### src/rtl/clk_enable_synth_pkg.sv
// Shared types and helpers for the fractional clock-enable synthesiser.
package clk_enable_synth_pkg;

  typedef enum logic [1:0] {
    StIdle,
    StSettling,
    StLocked
  } chan_state_t;

  localparam int unsigned AccWDefault = 16;

  function automatic int unsigned ch_idx_w(int unsigned n);
    return (n > 1) ? $clog2(n) : 1;
  endfunction

endpackage

### src/rtl/clk_enable_synth_channel.sv
// One enable channel: phase accumulator, lock counter and state.
// CLK_ENABLE_SYNTH_GATE_EN masks strobes until the channel has locked.
module clk_enable_channel
  import clk_enable_synth_pkg::*;
#(
  parameter int unsigned ACC_W       = AccWDefault,
  parameter int unsigned LOCK_CYCLES = 16
) (
  input  logic             clock_in,
  input  logic             reset_n,
  input  logic             load_i,
  input  logic             idle_i,
  input  logic [ACC_W-1:0] mult_i,
  input  logic [ACC_W-1:0] div_i,
  output logic             ce_o,
  output logic             locked_o,
  output chan_state_t      state_o
);

  localparam int unsigned CntW = $clog2(LOCK_CYCLES);

  chan_state_t      state_d, state_q;
  logic [ACC_W:0]   acc_d, acc_q, sum;
  logic [ACC_W-1:0] mult_d, mult_q, div_d, div_q;
  logic [CntW-1:0]  cnt_d, cnt_q;
  logic             ce_d, ce_q, locked_d, locked_q;

  always_comb begin
    state_d  = state_q;
    acc_d    = acc_q;
    mult_d   = mult_q;
    div_d    = div_q;
    cnt_d    = cnt_q;
    ce_d     = 1'b0;
    locked_d = locked_q;
    sum      = acc_q + {1'b0, mult_q};
    if (idle_i) begin
      state_d  = StIdle;
      acc_d    = '0;
      mult_d   = '0;
      div_d    = '0;
      cnt_d    = '0;
      locked_d = 1'b0;
    end else if (load_i) begin
      state_d  = StSettling;
      acc_d    = '0;
      mult_d   = mult_i;
      div_d    = div_i;
      cnt_d    = '0;
      locked_d = 1'b0;
    end else if (state_q != StIdle) begin
      // acc stays below div, so one subtraction restores the invariant
      if (sum >= {1'b0, div_q}) begin
        acc_d = sum - {1'b0, div_q};
        ce_d  = 1'b1;
      end else begin
        acc_d = sum;
      end
      if (state_q == StSettling) begin
        if (cnt_q == CntW'(LOCK_CYCLES - 1)) begin
          state_d  = StLocked;
          locked_d = 1'b1;
        end else begin
          cnt_d = cnt_q + CntW'(1);
        end
      end
    end
  end

  always_ff @(posedge clock_in or negedge reset_n) begin
    if (!reset_n) begin
      state_q  <= StIdle;
      acc_q    <= '0;
      mult_q   <= '0;
      div_q    <= '0;
      cnt_q    <= '0;
      ce_q     <= 1'b0;
      locked_q <= 1'b0;
    end else begin
      state_q  <= state_d;
      acc_q    <= acc_d;
      mult_q   <= mult_d;
      div_q    <= div_d;
      cnt_q    <= cnt_d;
      ce_q     <= ce_d;
      locked_q <= locked_d;
    end
  end

`ifdef CLK_ENABLE_SYNTH_GATE_EN
  assign ce_o = ce_q & locked_q;
`else
  assign ce_o = ce_q;
`endif
  assign locked_o = locked_q;
  assign state_o  = state_q;

endmodule

### src/rtl/clk_enable_synth.sv
// Multi-channel fractional clock-enable synthesiser with valid/ready config port.
// Optional strobe gating until lock: CLK_ENABLE_SYNTH_GATE_EN (see channel).
module clk_enable_synth
  import clk_enable_synth_pkg::*;
#(
  parameter int unsigned NUM_CH      = 2,
  parameter int unsigned ACC_W       = AccWDefault,
  parameter int unsigned LOCK_CYCLES = 16
) (
  input  logic                          clock_in,
  input  logic                          reset_n,
  input  logic                          cfg_valid,
  output logic                          cfg_ready,
  input  logic [ch_idx_w(NUM_CH)-1:0]   cfg_ch,
  input  logic [ACC_W-1:0]              cfg_mult,
  input  logic [ACC_W-1:0]              cfg_div,
  output logic                          cfg_err,
  output logic [NUM_CH-1:0]             ce_out,
  output logic [NUM_CH-1:0]             locked,
  output logic                          all_locked
);

  logic              accept, ch_bad, ratio_bad, go_idle, go_load;
  logic [31:0]       ch_ext;
  logic              cfg_ready_d, cfg_ready_q, cfg_err_d, cfg_err_q;
  logic [NUM_CH-1:0] load, idle, settling, active;

  always_comb begin
    ch_ext      = 32'(cfg_ch);
    accept      = cfg_valid && cfg_ready_q;
    ch_bad      = ch_ext >= NUM_CH;
    ratio_bad   = (cfg_div == '0) || (cfg_mult > cfg_div);
    go_idle     = accept && !ch_bad && (ratio_bad || (cfg_mult == '0));
    go_load     = accept && !ch_bad && !ratio_bad && (cfg_mult != '0);
    cfg_err_d   = accept && (ch_bad || ratio_bad);
    // Only one channel may settle at a time
    cfg_ready_d = !go_load && !(|settling);
  end

  always_ff @(posedge clock_in or negedge reset_n) begin
    if (!reset_n) begin
      cfg_ready_q <= 1'b0;
      cfg_err_q   <= 1'b0;
    end else begin
      cfg_ready_q <= cfg_ready_d;
      cfg_err_q   <= cfg_err_d;
    end
  end

  for (genvar i = 0; i < NUM_CH; i++) begin : g_ch
    chan_state_t state;

    assign load[i] = go_load && (ch_ext == 32'(i));
    assign idle[i] = go_idle && (ch_ext == 32'(i));

    clk_enable_channel #(
      .ACC_W       (ACC_W),
      .LOCK_CYCLES (LOCK_CYCLES)
    ) u_chan (
      .clock_in (clock_in),
      .reset_n  (reset_n),
      .load_i   (load[i]),
      .idle_i   (idle[i]),
      .mult_i   (cfg_mult),
      .div_i    (cfg_div),
      .ce_o     (ce_out[i]),
      .locked_o (locked[i]),
      .state_o  (state)
    );

    assign settling[i] = (state == StSettling);
    assign active[i]   = (state != StIdle);
  end

  assign cfg_ready  = cfg_ready_q;
  assign cfg_err    = cfg_err_q;
  assign all_locked = (|active) && (&(locked | ~active));

endmodule

### config.mk
export PLATFORM = sky130hd
export DESIGN_NAME = clk_enable_synth
export DESIGN_NICKNAME = d
export VERILOG_FILES = /design/src/rtl/clk_enable_synth_pkg.sv /design/src/rtl/clk_enable_synth_channel.sv /design/src/rtl/clk_enable_synth.sv
export SDC_FILE = /design/constraint.sdc
export NUM_CORES = 1
export LEC_CHECK = 0
export CAP_MARGIN = 5
export CORE_ASPECT_RATIO = 1.2
export CORE_MARGIN = 10
export CORE_UTILIZATION = 30
export CTS_BUF_LIST = sky130_fd_sc_hd__clkbuf_8
export DETAILED_ROUTE_END_ITERATION = 6
export SLEW_MARGIN = 0
export SYNTH_ARGS = -nofsm -noshare
export SYNTH_HDL_FRONTEND = slang
export SYNTH_SLANG_ARGS = --single-unit
### constraint.sdc
create_clock -name clock_in -period 3.9 [get_ports clock_in]
set_clock_uncertainty 0.2 [all_clocks]
set_input_delay 1.17 -clock clock_in [delete_from_list [all_inputs] [get_ports clock_in]]
set_output_delay 1.17 -clock clock_in [all_outputs]
set_load 0.05 [all_outputs]
### Word level (Yosys, flattened, before mapping)

Index checks and enable logic that the tools add are counted.

* logic and storage cells: 124
* output and inout port bits: 7
* input bits: 36
* register bits after elaboration: 116

* eq/ne operators: 6
* reduce and logical (&&, ||, !) cells: 37
* muxes and demuxes: 54
* bitwise gates (word level): 2
* $lt $le $gt $ge: 3
* add/sub/neg operators: 6

Operator list (count)
* $mux 17: 8
* $mux 16: 8
* $mux 4: 10
* $add 17x16->17: 2
* $ge 17x16->1: 2
* $sub 17x16->17: 2
* $logic_not 16->1: 2
* $logic_not 32->1: 1
* $mux 2: 10
* $mux 1: 18
* $reduce_bool 3->1: 6
* $gt 16x16->1: 1
* $reduce_bool 16->1: 1
* $reduce_and 3->1: 4
* $logic_and 1x1->1: 11
* $add 4x1->4 const B: 2
* $eq 4x4->1 const B: 2
* $reduce_bool 2->1: 4
* $ne 3x1->1 const B: 2
* $eq 2x1->1 const B: 2
* $reduce_or 2->1: 2
* $logic_not 1->1: 3
* $logic_or 1x1->1: 2
* $not 2->2: 1
* other kinds (2): 2

### Depth between registers and ports, before layout

Gate-level depths: netlist of the first run.

* word-level depth: 8
* depth in mapped cells: 19

### By module

From an unflattened synthesis of the first run, not the netlist that was laid out.

* cell total of the unflattened synthesis: 1004
* area, all modules: 8813.5 µm²

Modules (own cells, without submodules)
* clk_enable_channel at g_ch[1].u_chan: cells each 484, sequential area each 1401.3 µm², area each 4285.4 µm², instances 1
* clk_enable_channel at g_ch[0].u_chan: cells each 434, sequential area each 1401.3 µm², area each 3907.5 µm², instances 1
* clk_enable_synth: cells each 86, sequential area each 50.0 µm², area each 620.6 µm², instances 1

### Least setup slack after synthesis of the first run

No wires, ideal clock.

* path kind: reg-to-reg
* start: register g_ch[0].u_chan.mult_q[0]
* end: register g_ch[0].u_chan.acc_q[10]
* cell stages (with the launch flop): 19
* period minus slack after synthesis: 4111 ps
* buffers on the path: 2
* setup time: 137 ps
* data arrival time: 3774 ps
* setup slack: -211 ps
* cell sequence: dfrtp_1 ha_1 inv_1 fa_1 nor2b_1 o31a_1 o311ai_2 a21oi_1 o31ai_1 xnor2_1 ha_1 clkbuf_1 a21oi_1 inv_1 o31ai_1 nand2_2 buf_4 mux2i_1 a21oi_1

* cells in the longest elaborated chain, start to end: 6
* elaborated cells on any way between the ends: 7
* those cells by class: 2 x add/sub; 1 x order compare; 4 x mux

RTL lines
* start, declared: line clk_enable_synth_channel.sv:24 `logic [ACC_W-1:0] mult_d, mult_q, div_d, div_q;`
* start signal, assigned: line clk_enable_synth_channel.sv:82 `mult_q <= mult_d;`
* $add 17x16->17 *: line clk_enable_synth_channel.sv:36 `sum = acc_q + {1'b0, mult_q};`
* $sub 17x16->17 or $ge 17x16->1 (tied branches): line clk_enable_synth_channel.sv:54, clk_enable_synth_channel.sv:53
* $mux 17 *: line clk_enable_synth_channel.sv:53 `if (sum >= {1'b0, div_q}) begin`
* $mux 17 *: line clk_enable_synth_channel.sv:51 `end else if (state_q != StIdle) begin`
* $mux 17 *: line clk_enable_synth_channel.sv:44 `end else if (load_i) begin`
* $mux 17 *: line clk_enable_synth_channel.sv:37 `if (idle_i) begin`
* end signal, assigned: line clk_enable_synth_channel.sv:73 `acc_q <= '0;`
* end signal, assigned: line clk_enable_synth_channel.sv:81 `acc_q <= acc_d;`
* end, declared: line clk_enable_synth_channel.sv:23 `logic [ACC_W:0] acc_d, acc_q, sum;`

Every way passes the cells marked *; elsewhere a longest branch is shown, timed or not. The select of a mux whose other input is x is not followed.
A chain may end at the register's enable or synchronous reset.

### Final worst setup path of the first run

* start: register g_ch[1].u_chan.mult_q[1]
* end: register g_ch[1].u_chan.acc_q[1]

* cells in the longest elaborated chain, start to end: 6
* elaborated cells on any way between the ends: 7
* those cells by class: 2 x add/sub; 1 x order compare; 4 x mux

RTL lines (line)
* start, declared: clk_enable_synth_channel.sv:24
* start signal, assigned: clk_enable_synth_channel.sv:82
* $add 17x16->17 *: clk_enable_synth_channel.sv:36
* $sub 17x16->17 or $ge 17x16->1 (tied branches): clk_enable_synth_channel.sv:54, clk_enable_synth_channel.sv:53
* $mux 17 *: clk_enable_synth_channel.sv:53
* $mux 17 *: clk_enable_synth_channel.sv:51
* $mux 17 *: clk_enable_synth_channel.sv:44
* $mux 17 *: clk_enable_synth_channel.sv:37
* end signal, assigned: clk_enable_synth_channel.sv:73
* end signal, assigned: clk_enable_synth_channel.sv:81
* end, declared: clk_enable_synth_channel.sv:23

Marked as above.

==> results of run 1 <==
registers in the layout (all words and copies together) (netlist names):
name and count:
g_ch.u_chan.mult_q 32, cfg_ready 1, g_ch.u_chan.ce_o 2, g_ch.u_chan.cnt_q 8
g_ch.u_chan.locked_o 2, g_ch.u_chan.state_o 2, g_ch.u_chan.div_q 32, cfg_err 1
g_ch.u_chan.acc_q 34
synth_stat cells (3+ instances only):
cell	n	area share
o21ai_0	104	0.061
o31ai_1	7	0.0062
and3_1	6	0.0044
o211ai_1	4	0.0035
or3_1	6	0.0044
xor2_1	14	0.014
nand2b_1	6	0.0044
nand2_1	132	0.058
nor2b_1	8	0.0059
xnor2_1	40	0.041
nor4_1	10	0.0074
and2_1	5	0.0037
a21oi_1	75	0.044
o31a_1	6	0.0062
clkbuf_1	31	0.014
nand3_1	18	0.011
dfrtp_1	114	0.34
nor3_1	13	0.0077
fa_1	4	0.0094
inv_1	69	0.031
o21bai_1	5	0.0044
nand4_1	15	0.011
ha_1	82	0.12
o311a_1	3	0.0035
o21ai_1	14	0.0083
a211oi_1	6	0.0053
nor2_1	56	0.025
a21o_1	25	0.022
o21a_1	14	0.012
or2_2	8	0.0059
a31oi_1	6	0.0044
mux2i_1	26	0.031
nand3b_1	4	0.0035
buf_4	5	0.0044
critical path, stage by stage (launching register included):
cell,delay (ns)
dfrtp_1,0.43
ha_4,0.27
a211oi_4,0.27
o21ai_2,0.13
a2111oi_4,0.34
buf_4,0.18
nor2_1,0.06
a21oi_2,0.20
xnor2_2,0.09
ha_1,0.22
a21o_1,0.18
a21oi_2,0.15
nand2_1,0.08
o2111a_1,0.26
o21ai_2,0.21
o211ai_4,0.18
or4_4,0.52
o311ai_2,0.08
layout by cell type, fill, tap and decap left out, types with 7 or more instances in the layout:
cell type,instances
o21ai_1,14
xnor2_1,34
clkdlybuf4s50_1,41
ha_1,74
or2_2,8
buf_6,14
o21ai_0,100
a21oi_2,11
nand2_1,127
nor2b_1,7
nor4_1,8
nor2_1,52
a21o_1,25
xor2_1,13
dfrtp_1,114
inv_1,67
nor3_1,12
mux2i_1,21
a21oi_1,62
buf_12,7
nand4_1,15
clkbuf_8,18
o21a_1,14
buf_4,163
nand3_1,16
worst max-delay path by stage:
stage | from | end | cells after the start
floorplan | g_ch[1].u_chan.mult_q[1]$_DFFE_PN0N_ | g_ch[1].u_chan.acc_q[14]$_DFFE_PN0P_ | 16
global placement | g_ch[1].u_chan.mult_q[1]$_DFFE_PN0N_ | g_ch[1].u_chan.acc_q[3]$_DFFE_PN0P_ | 17
detailed placement | g_ch[1].u_chan.mult_q[1]$_DFFE_PN0N_ | g_ch[1].u_chan.acc_q[3]$_DFFE_PN0P_ | 17
CTS | g_ch[1].u_chan.mult_q[1]$_DFFE_PN0N_ | g_ch[1].u_chan.acc_q[8]$_DFFE_PN0P_ | 17
global route | g_ch[1].u_chan.mult_q[1]$_DFFE_PN0N_ | g_ch[1].u_chan.acc_q[8]$_DFFE_PN0P_ | 17
finish | g_ch[1].u_chan.mult_q[1]$_DFFE_PN0N_ | g_ch[1].u_chan.acc_q[1]$_DFFE_PN0P_ | 17
per-layer routing:
metal,wire length (um),global-route usage
met2,13840,0.2658
met3,643,0.02125
met4,588,0.05335
met5,0,0
met1,10580,0.1570
metrics by stage:
step / hold slack (ns) / util / instance area (um^2) / worst slack, ns
after CTS: 0.2913 / 0.4026 / 11240 / -0.2503
after detailed placement: 0.2740 / 0.3700 / 10330 / -0.5406
final: 0.2850 / 0.4165 / 11630 / -0.2303
after global routing: 0.3165 / 0.4165 / 11630 / -0.4468
after floorplan: 0.2498 / - / 8537 / 0.02102
after global placement: 0.2607 / 0.3700 / 10330 / -0.5618
final cells by class:
class | count | area, um^2 | area share
clock buffers | 18 | 247.7 | 0.02131
clock inverters | 13 | 162.7 | 0.01399
inverters | 69 | 259.0 | 0.02228
multi-input cells | 769 | 5698 | 0.4901
flip-flops and latches | 114 | 2853 | 0.2454
well taps | 379 | 474.2 | 0.04079
repair buffers | 225 | 1932 | 0.1662
kinds of logic (layout without fill, tap and decap cells):
logic type / count (synthesis) / count (layout)
mux: 29 / 29
simple gates: 300 / 300
fa+ha+maj: 86 / 86
compound gates: 300 / 300
flops: 114 / 114
xor+xnor: 54 / 54
buf+inv: 107 / 325
repair_timing:
item                                    CTS  global route
pin swaps                                57            46
gates cloned                              1             0
hold endpoints to repair                  0             0
gates resized for setup                  53            50
endpoints found under the setup margin   35            36
hold buffers                              0             0
buffers inserted                         32            19
==> flow_summary.json, run 1 <==
{
  "outcome": "complete, but fails checks",
  "violations": "negative setup slack",
  "synth_area_per_cell_um2": 8.560,
  "layout-drive-gt1-share": 0.2599,
  "wl_per_cell_um": 16.16,
  "grt_pass1_wl_mm": 40.68,
  "synth_top_family_by_area": "compound AO/OA/AOI/OAI gates",
  "clock_latency_ns": 0.45,
  "fmax_mhz": 242.1,
  "grt_use_total": 0.1413,
  "place_inst": 1507,
  "postSynthCellCount": 990,
  "htreeDepth": 4,
  "critical_path.max_fanout": 6,
  "gr-total-overflow": 0,
  "critPathArrivalTime_ns": 4.29,
  "setup_tns_ns": -3.518,
  "synth_xor_area_frac": 0.05581,
  "core-area_um2": 27920,
  "hold_start": "g_ch[0].u_chan.div_q[12]$_DFFE_PN0N_",
  "cts_root_buffer": "clkbuf_8",
  "vias": 7903,
  "reg2reg_to": "g_ch[1].u_chan.acc_q[1]$_DFFE_PN0P_",
  "place_hpwl_mm": 18.96,
  "synth_compound_area_frac": 0.2246,
  "max_cap_violations": 0,
  "grt_pass1_vias": 8059,
  "cts_tree": "built",
  "drv_slew": 0,
  "nNetsFinal": 1318,
  "rsz0062_at_grt": "true",
  "die_y_um": 204.1,
  "synthAdderAreaFrac": 0.1305,
  "period_needed_ns": 4.130,
  "synth_nets": 1112,
  "period_share": 1.059,
  "fillerInstances": 2692,
  "yosys_register_bits": 114,
  "synth-simple-area-share": 0.1660,
  "ys_async_sr_fraction": 1.000,
  "setup_slack_ns": -0.2303,
  "routed_wl_mm": 25.64,
  "clkSinkCount": 114,
  "muxShareOfSynthArea": 0.03470,
  "dieArea_um2": 35400,
  "finalHoldViolCount": 0,
  "worstHoldEndpoint": "g_ch[0].u_chan.div_q[12]$_DFFE_PN0N_",
  "clk_pin_slew_ns": 0.08,
  "viasPerCell": 4.980,
  "synthFlopType": "dfrtp_1",
  "netlist_area_um2": 8474,
  "first_iter_violations": 330,
  "yosysUniqueCellTypes": 76,
  "yosysSeqAreaShare": 0.3366,
  "r2r_cells": 17,
  "min_path_cells": 2,
  "pin_count": 43,
  "ant_nets": 0,
  "drtPass1Iterations": 4,
  "initial_utilization": 0.3036,
  "instances_no_fill": 1587,
  "area_growth_pct": 37.19,
  "hold_class": "flop to flop",
  "required_ns": 4.06,
  "place.gp.congestion": 0.9305,
  "num_rows": 67,
  "reg2reg_slack_ns": -0.23,
  "cp-start-kind": "flop",
  "setup_viol": 35,
  "port_buffers": 42,
  "worstSetupPathType": "flop to flop",
  "antenna_found_initial": 0,
  "chipWidth_um": 173.4,
  "cts_buffer_depth": 2,
  "cts-buffers-inserted": 17,
  "worstReg2RegStart": "g_ch[1].u_chan.mult_q[1]$_DFFE_PN0N_",
  "diodes": 0,
  "worstSetupEndpointType": "flop",
  "grt_max_degree": 53,
  "yosysWarnings": 0,
  "slew_headroom": 0.3510,
  "synth_edf_count": 0,
  "worst_slew_pin_slew_ns": 0.9700,
  "drc": 0
}
Power of run 1 is not shown: default switching activity piles up to over one toggle a cycle in this logic, so the estimate is an artifact.
==> run 2, diff against run 1 <==
--- a/config.mk
+++ b/config.mk
@@ -7,7 +7,7 @@
 export LEC_CHECK = 0
 export CAP_MARGIN = 5
 export CORE_ASPECT_RATIO = 1.2
-export CORE_MARGIN = 10
+export CORE_MARGIN = 1.5
 export CORE_UTILIZATION = 30
 export CTS_BUF_LIST = sky130_fd_sc_hd__clkbuf_8
 export DETAILED_ROUTE_END_ITERATION = 6
==> run 2 against run 1 <==
Against the previous run: the flow still finishes with violations (negative setup slack); global-route usage up 3.7 points; critical endpoint is now g_ch[0].u_chan.acc_q[1]$_DFFE_PN0P_; maximum frequency down 0.50%; final area down 0.72%; routed wire length down 2.2%; highest routed layer unchanged; core utilization down 0.18 points; final cell count down 0.13%; die area down 17%; worst hold slack better by 0.0012 ns; register-to-register slack worse by 0.02 ns; non-clock buffer count down 6; via count down 1.8%.
==> flow_summary.json, run 2 (synthesized netlist as in run 1, its figures left out) <==
{
  "dieArea_um2": 29270,
  "worstHoldEndpoint": "g_ch[0].u_chan.div_q[2]$_DFFE_PN0N_",
  "layout-drive-gt1-share": 0.2504,
  "wl_per_cell_um": 15.82,
  "r2r_cells": 19,
  "largest_reg_flops": 34,
  "crit_chain": "ha_2, inv_1, fa_2, nor2b_1, o31a_1, buf_4, o311ai_4, nand2_2, xor2_2, ha_1, a21o_1, a21oi_2, o21a_1, a31oi_4, o31ai_4, buf_6, nand2_8, mux2_2, o21ai_2",
  "grt_pass1_vias": 8090,
  "cp-start-kind": "flop",
  "num_rows": 67,
  "worstSetupEndpointType": "flop",
  "place_hpwl_mm": 18.67,
  "required_ns": 4.07,
  "cts_tree": "built",
  "clkSinkCount": 114,
  "viasPerCell": 4.898,
  "setup_viol": 35,
  "crit_slowest_cell": "dfrtp_1",
  "place.gp.congestion": 0.9087,
  "grt_max_degree": 45,
  "cpPeakStageDelay_ns": 0.39,
  "worst_slew_pin_slew_ns": 0.8172,
  "mostFrequentLayoutCells": "buf_4, nand2_1, dfrtp_1",
  "port_buffers": 42,
  "clock_latency_ns": 0.44,
  "critPathArrivalTime_ns": 4.32,
  "htreeDepth": 4,
  "die_y_um": 187.1,
  "ant_nets": 0,
  "fmax_mhz": 240.9,
  "outcome": "complete, but fails checks",
  "reg2reg_slack_ns": -0.25,
  "routed_wl_mm": 25.08,
  "area_growth_pct": 36.20,
  "initial_utilization": 0.3045,
  "cts-buffers-inserted": 17,
  "setup_tns_ns": -4.688,
  "period_needed_ns": 4.151,
  "grt_pass1_wl_mm": 41.11,
  "nNetsFinal": 1315,
  "cts_root_buffer": "clkbuf_8",
  "worstSetupPathType": "flop to flop",
  "violations": "negative setup slack",
  "finalHoldViolCount": 0,
  "slew_headroom": 0.4532,
  "first_iter_violations": 295,
  "regMostFlops": "g_ch.u_chan.acc_q",
  "period_share": 1.064,
  "rsz0062_at_grt": "true",
  "hold_start": "g_ch[0].u_chan.div_q[2]$_DFFE_PN0N_",
  "cts_buffer_depth": 2,
  "setup_slack_ns": -0.2511,
  "top_regs": "g_ch.u_chan.acc_q: 34 flops, g_ch.u_chan.div_q: 32 flops, g_ch.u_chan.mult_q: 32 flops",
  "vias": 7764,
  "hold_class": "flop to flop",
  "drc": 0,
  "diodes": 0,
  "grt_use_total": 0.1781,
  "gr-total-overflow": 0,
  "clk_pin_slew_ns": 0.08,
  "min_path_cells": 2,
  "reg2reg_to": "g_ch[0].u_chan.acc_q[1]$_DFFE_PN0P_",
  "chipWidth_um": 156.4,
  "antenna_found_initial": 0,
  "critical_path.max_fanout": 5,
  "max_cap_violations": 0,
  "core-area_um2": 27830,
  "worstReg2RegStart": "g_ch[0].u_chan.acc_q[0]$_DFFE_PN0P_",
  "final_common_cell": "buf_4",
  "drv_slew": 0,
  "drtPass1Iterations": 5,
  "pin_count": 43,
  "post-place-ws_ns": -0.4484
}
## run 2: worst max path at each step
| stage | end | start |
|---|---|---|
| 2_1_floorplan | g_ch[1].u_chan.acc_q[14]$_DFFE_PN0P_ | g_ch[1].u_chan.mult_q[1]$_DFFE_PN0N_ |
| 3_3_place_gp | g_ch[1].u_chan.acc_q[11]$_DFFE_PN0P_ | g_ch[1].u_chan.mult_q[1]$_DFFE_PN0N_ |
| 3_5_place_dp | g_ch[1].u_chan.acc_q[8]$_DFFE_PN0P_ | g_ch[1].u_chan.mult_q[1]$_DFFE_PN0N_ |
| 4_1_cts | g_ch[1].u_chan.acc_q[1]$_DFFE_PN0P_ | g_ch[1].u_chan.mult_q[0]$_DFFE_PN0N_ |
| 5_1_grt | g_ch[0].u_chan.acc_q[1]$_DFFE_PN0P_ | g_ch[0].u_chan.acc_q[0]$_DFFE_PN0P_ |
| 6_report | g_ch[0].u_chan.acc_q[1]$_DFFE_PN0P_ | g_ch[0].u_chan.acc_q[0]$_DFFE_PN0P_ |
## run 2: metrics by stage
stage,utilization,instance area [um^2],hold WS [ns],instances
floorplan,-,8537,0.2498,990
global placement,0.3724,10360,0.2627,1515
detailed placement,0.3724,10360,0.2706,1515
CTS,0.4073,11340,0.2870,1577
global route,0.4147,11540,0.3112,1585
finish,0.4147,11540,0.2862,1585
## run 2: critical path, delay by kind of cell, from the launching register on
| family | cells | cell delay (ns) |
|---|---|---|
| AO/OA/AOI/OAI | 8 | 1.55 |
| adder cells (fa/ha/maj) | 3 | 0.75 |
| buffers and inverters | 3 | 0.42 |
| flip-flops | 1 | 0.39 |
| multiplexers | 1 | 0.29 |
| AND/OR/NAND/NOR | 3 | 0.25 |
| XOR/XNOR | 1 | 0.20 |
## run 2: area by class of cell
class / count / area (um^2)
fillers: 2732 / 16290
multi-input cells: 772 / 5710
flip-flops and latches: 114 / 2853
repair buffers: 219 / 1826
well taps: 379 / 474.2
inverters: 69 / 259.0
clock buffers: 18 / 247.7
clock inverters: 14 / 172.7
## run 2: routing by layer
layer	GRT usage	share of wire	vias up	wire, um
li1	-	-	3917	-
met1	0.2091	0.42	3696	10570
met2	0.3168	0.52	105	13040
met3	0.02734	0.021	46	536
met4	0.07949	0.037	0	924
met5	0	0	-	0
## run 2: what timing repair did
item | 4_1_cts | 5_1_grt
resized for setup | 62 | 29
gates cloned | 3 | 0
hold buffers | 0 | 0
buffers inserted | 28 | 9
pin swaps | 72 | 29
setup endpoints to repair | 35 | 36
Power of run 2 is left out for the same reason.
==> run 3, diff against run 2 <==
--- a/config.mk
+++ b/config.mk
@@ -6,8 +6,7 @@
 export NUM_CORES = 1
 export LEC_CHECK = 0
 export CAP_MARGIN = 5
-export CORE_ASPECT_RATIO = 1.2
-export CORE_MARGIN = 1.5
+export CORE_MARGIN = 3
 export CORE_UTILIZATION = 30
 export CTS_BUF_LIST = sky130_fd_sc_hd__clkbuf_8
 export DETAILED_ROUTE_END_ITERATION = 6
==> run 3 against run 2 <==
Against the previous run: the flow still finishes with violations (negative setup slack); clock-buffer cell count unchanged; final area down 0.83%; via count up 1.8%; routed wire length down 0.99%.
==> flow_summary.json, run 3 (synthesized netlist as in run 1, its figures left out) <==
{
  "grt_pass1_wl_mm": 40.14,
  "critical_path.max_fanout": 4,
  "dieArea_um2": 30300,
  "num_rows": 60,
  "cts_root_buffer": "clkbuf_8",
  "rsz0062_at_grt": "true",
  "clkSinkCount": 114,
  "critPathArrivalTime_ns": 4.35,
  "finalHoldViolCount": 0,
  "fillerInstances": 2745,
  "worstSetupPathType": "flop to flop",
  "regMostFlops": "g_ch.u_chan.acc_q",
  "initial_utilization": 0.3101,
  "clk_pin_slew_ns": 0.08,
  "required_ns": 4.06,
  "place_hpwl_mm": 18.70,
  "max_cap_violations": 0,
  "wl_per_cell_um": 15.91,
  "period_share": 1.076,
  "postCtsHoldBufs": 0,
  "cts_buffer_depth": 2,
  "drc": 0,
  "cts_tree": "built",
  "place.gp.congestion": 0.8962,
  "routed_wl_mm": 24.83,
  "core-area_um2": 27330,
  "top_regs": "g_ch.u_chan.acc_q: 34 flops, g_ch.u_chan.div_q: 32 flops, g_ch.u_chan.mult_q: 32 flops",
  "worst_slew_pin_slew_ns": 0.8807,
  "grt_pass1_vias": 7914,
  "mostFrequentLayoutCells": "buf_4, nand2_1, dfrtp_1",
  "ant_nets": 0,
  "fmax_mhz": 238.4,
  "slew_headroom": 0.4107,
  "antenna_found_initial": 0,
  "viasPerCell": 5.063,
  "outcome": "complete, but fails checks",
  "vias": 7903,
  "utilization": 0.4189,
  "grt_max_degree": 54,
  "setup_viol": 35,
  "port_buffers": 42,
  "gr-total-overflow": 0,
  "diodes": 0,
  "chipWidth_um": 174.1,
  "largest_reg_flops": 34,
  "first_iter_violations": 402,
  "pin_count": 43,
  "final_common_cell": "buf_4",
  "setup_slack_ns": -0.2954,
  "htreeDepth": 4,
  "die_y_um": 174.1,
  "drv_slew": 0,
  "hold_class": "flop to flop",
  "worstSetupEndpointType": "flop",
  "layout-drive-gt1-share": 0.2405,
  "cts-buffers-inserted": 17,
  "cp-start-kind": "flop",
  "drtPass1Iterations": 4,
  "area_growth_pct": 35.07,
  "violations": "negative setup slack",
  "grt_use_total": 0.1636,
  "nNetsFinal": 1298,
  "period_needed_ns": 4.195,
  "clock_latency_ns": 0.46
}
run 3: what timing repair did:
action	in CTS	in global routing
pin swaps	60	27
cloned	2	0
setup endpoints to repair	35	36
buffers inserted	22	9
resized for setup	54	37
run 3: metal layers:
layer  vias to the layer above  wire length (um)  share of wire  GRT usage
met5                         -                 0              0          0
met4                         0               449          0.018    0.05161
met3                        27              1108          0.045    0.02599
met2                       181             10940           0.44     0.2558
met1                      3799             12340           0.50     0.2318
li1                       3896                 -              -          -
run 3: area by class of cell:
cell class              instances  area, um^2  share of cell area
clock buffers                  18       247.7             0.02164
repair buffers                203        1710              0.1494
inverters                      69       259.0             0.02263
multi-input cells             771        5674              0.4957
flip-flops and latches        114        2853              0.2492
well taps                     372       465.4             0.04066
clock inverters                14       236.5             0.02066
run 3: worst paths after layout:
path,startpoint,to,slack [ns],depth (start not counted)
worst min register to register,g_ch[0].u_chan.div_q[11]$_DFFE_PN0N_,g_ch[0].u_chan.div_q[11]$_DFFE_PN0N_,0.28,2
worst min-delay path,g_ch[0].u_chan.div_q[11]$_DFFE_PN0N_,g_ch[0].u_chan.div_q[11]$_DFFE_PN0N_,0.28,2
min in group asynchronous,reset_n,cfg_err$_DFF_PN0_,0.53,1
max in group asynchronous,reset_n,g_ch[0].u_chan.mult_q[12]$_DFFE_PN0N_,2.00,3
worst max register to register,g_ch[1].u_chan.acc_q[0]$_DFFE_PN0P_,g_ch[1].u_chan.acc_q[1]$_DFFE_PN0P_,-0.30,17
worst max-delay path,g_ch[1].u_chan.acc_q[0]$_DFFE_PN0P_,g_ch[1].u_chan.acc_q[1]$_DFFE_PN0P_,-0.30,17
run 3: per-stage QoR:
step | instance area, um^2 | worst slack (ns) | hold WS [ns] | TNS (ns) | instances
after CTS | 11200 | -0.2637 | 0.2856 | -6.343 | 1552
after floorplan | 8537 | 0.02102 | 0.2498 | 0 | 990
after global placement | 10280 | -0.3877 | 0.2642 | -15.71 | 1496
after global routing | 11450 | -0.4350 | 0.3167 | -12.70 | 1561
final | 11450 | -0.2954 | 0.2804 | -5.765 | 1561
after detailed placement | 10280 | -0.4584 | 0.2700 | -19.16 | 1496
run 3: worst max-delay path: stages (launching register included):
cell and delay [ns]:
dfrtp_1 0.41, ha_4 0.19, inv_2 0.05, fa_2 0.21
nor2b_4 0.05, o31ai_4 0.29, or2b_1 0.28, a21oi_2 0.15
xnor2_1 0.15, ha_1 0.29, o21ai_1 0.10, nor2_2 0.06
o311a_1 0.37, o2111a_2 0.31, o21ai_4 0.23, o211ai_4 0.16
or4_4 0.51, o311ai_2 0.08
Power of run 3 is left out for the same reason.
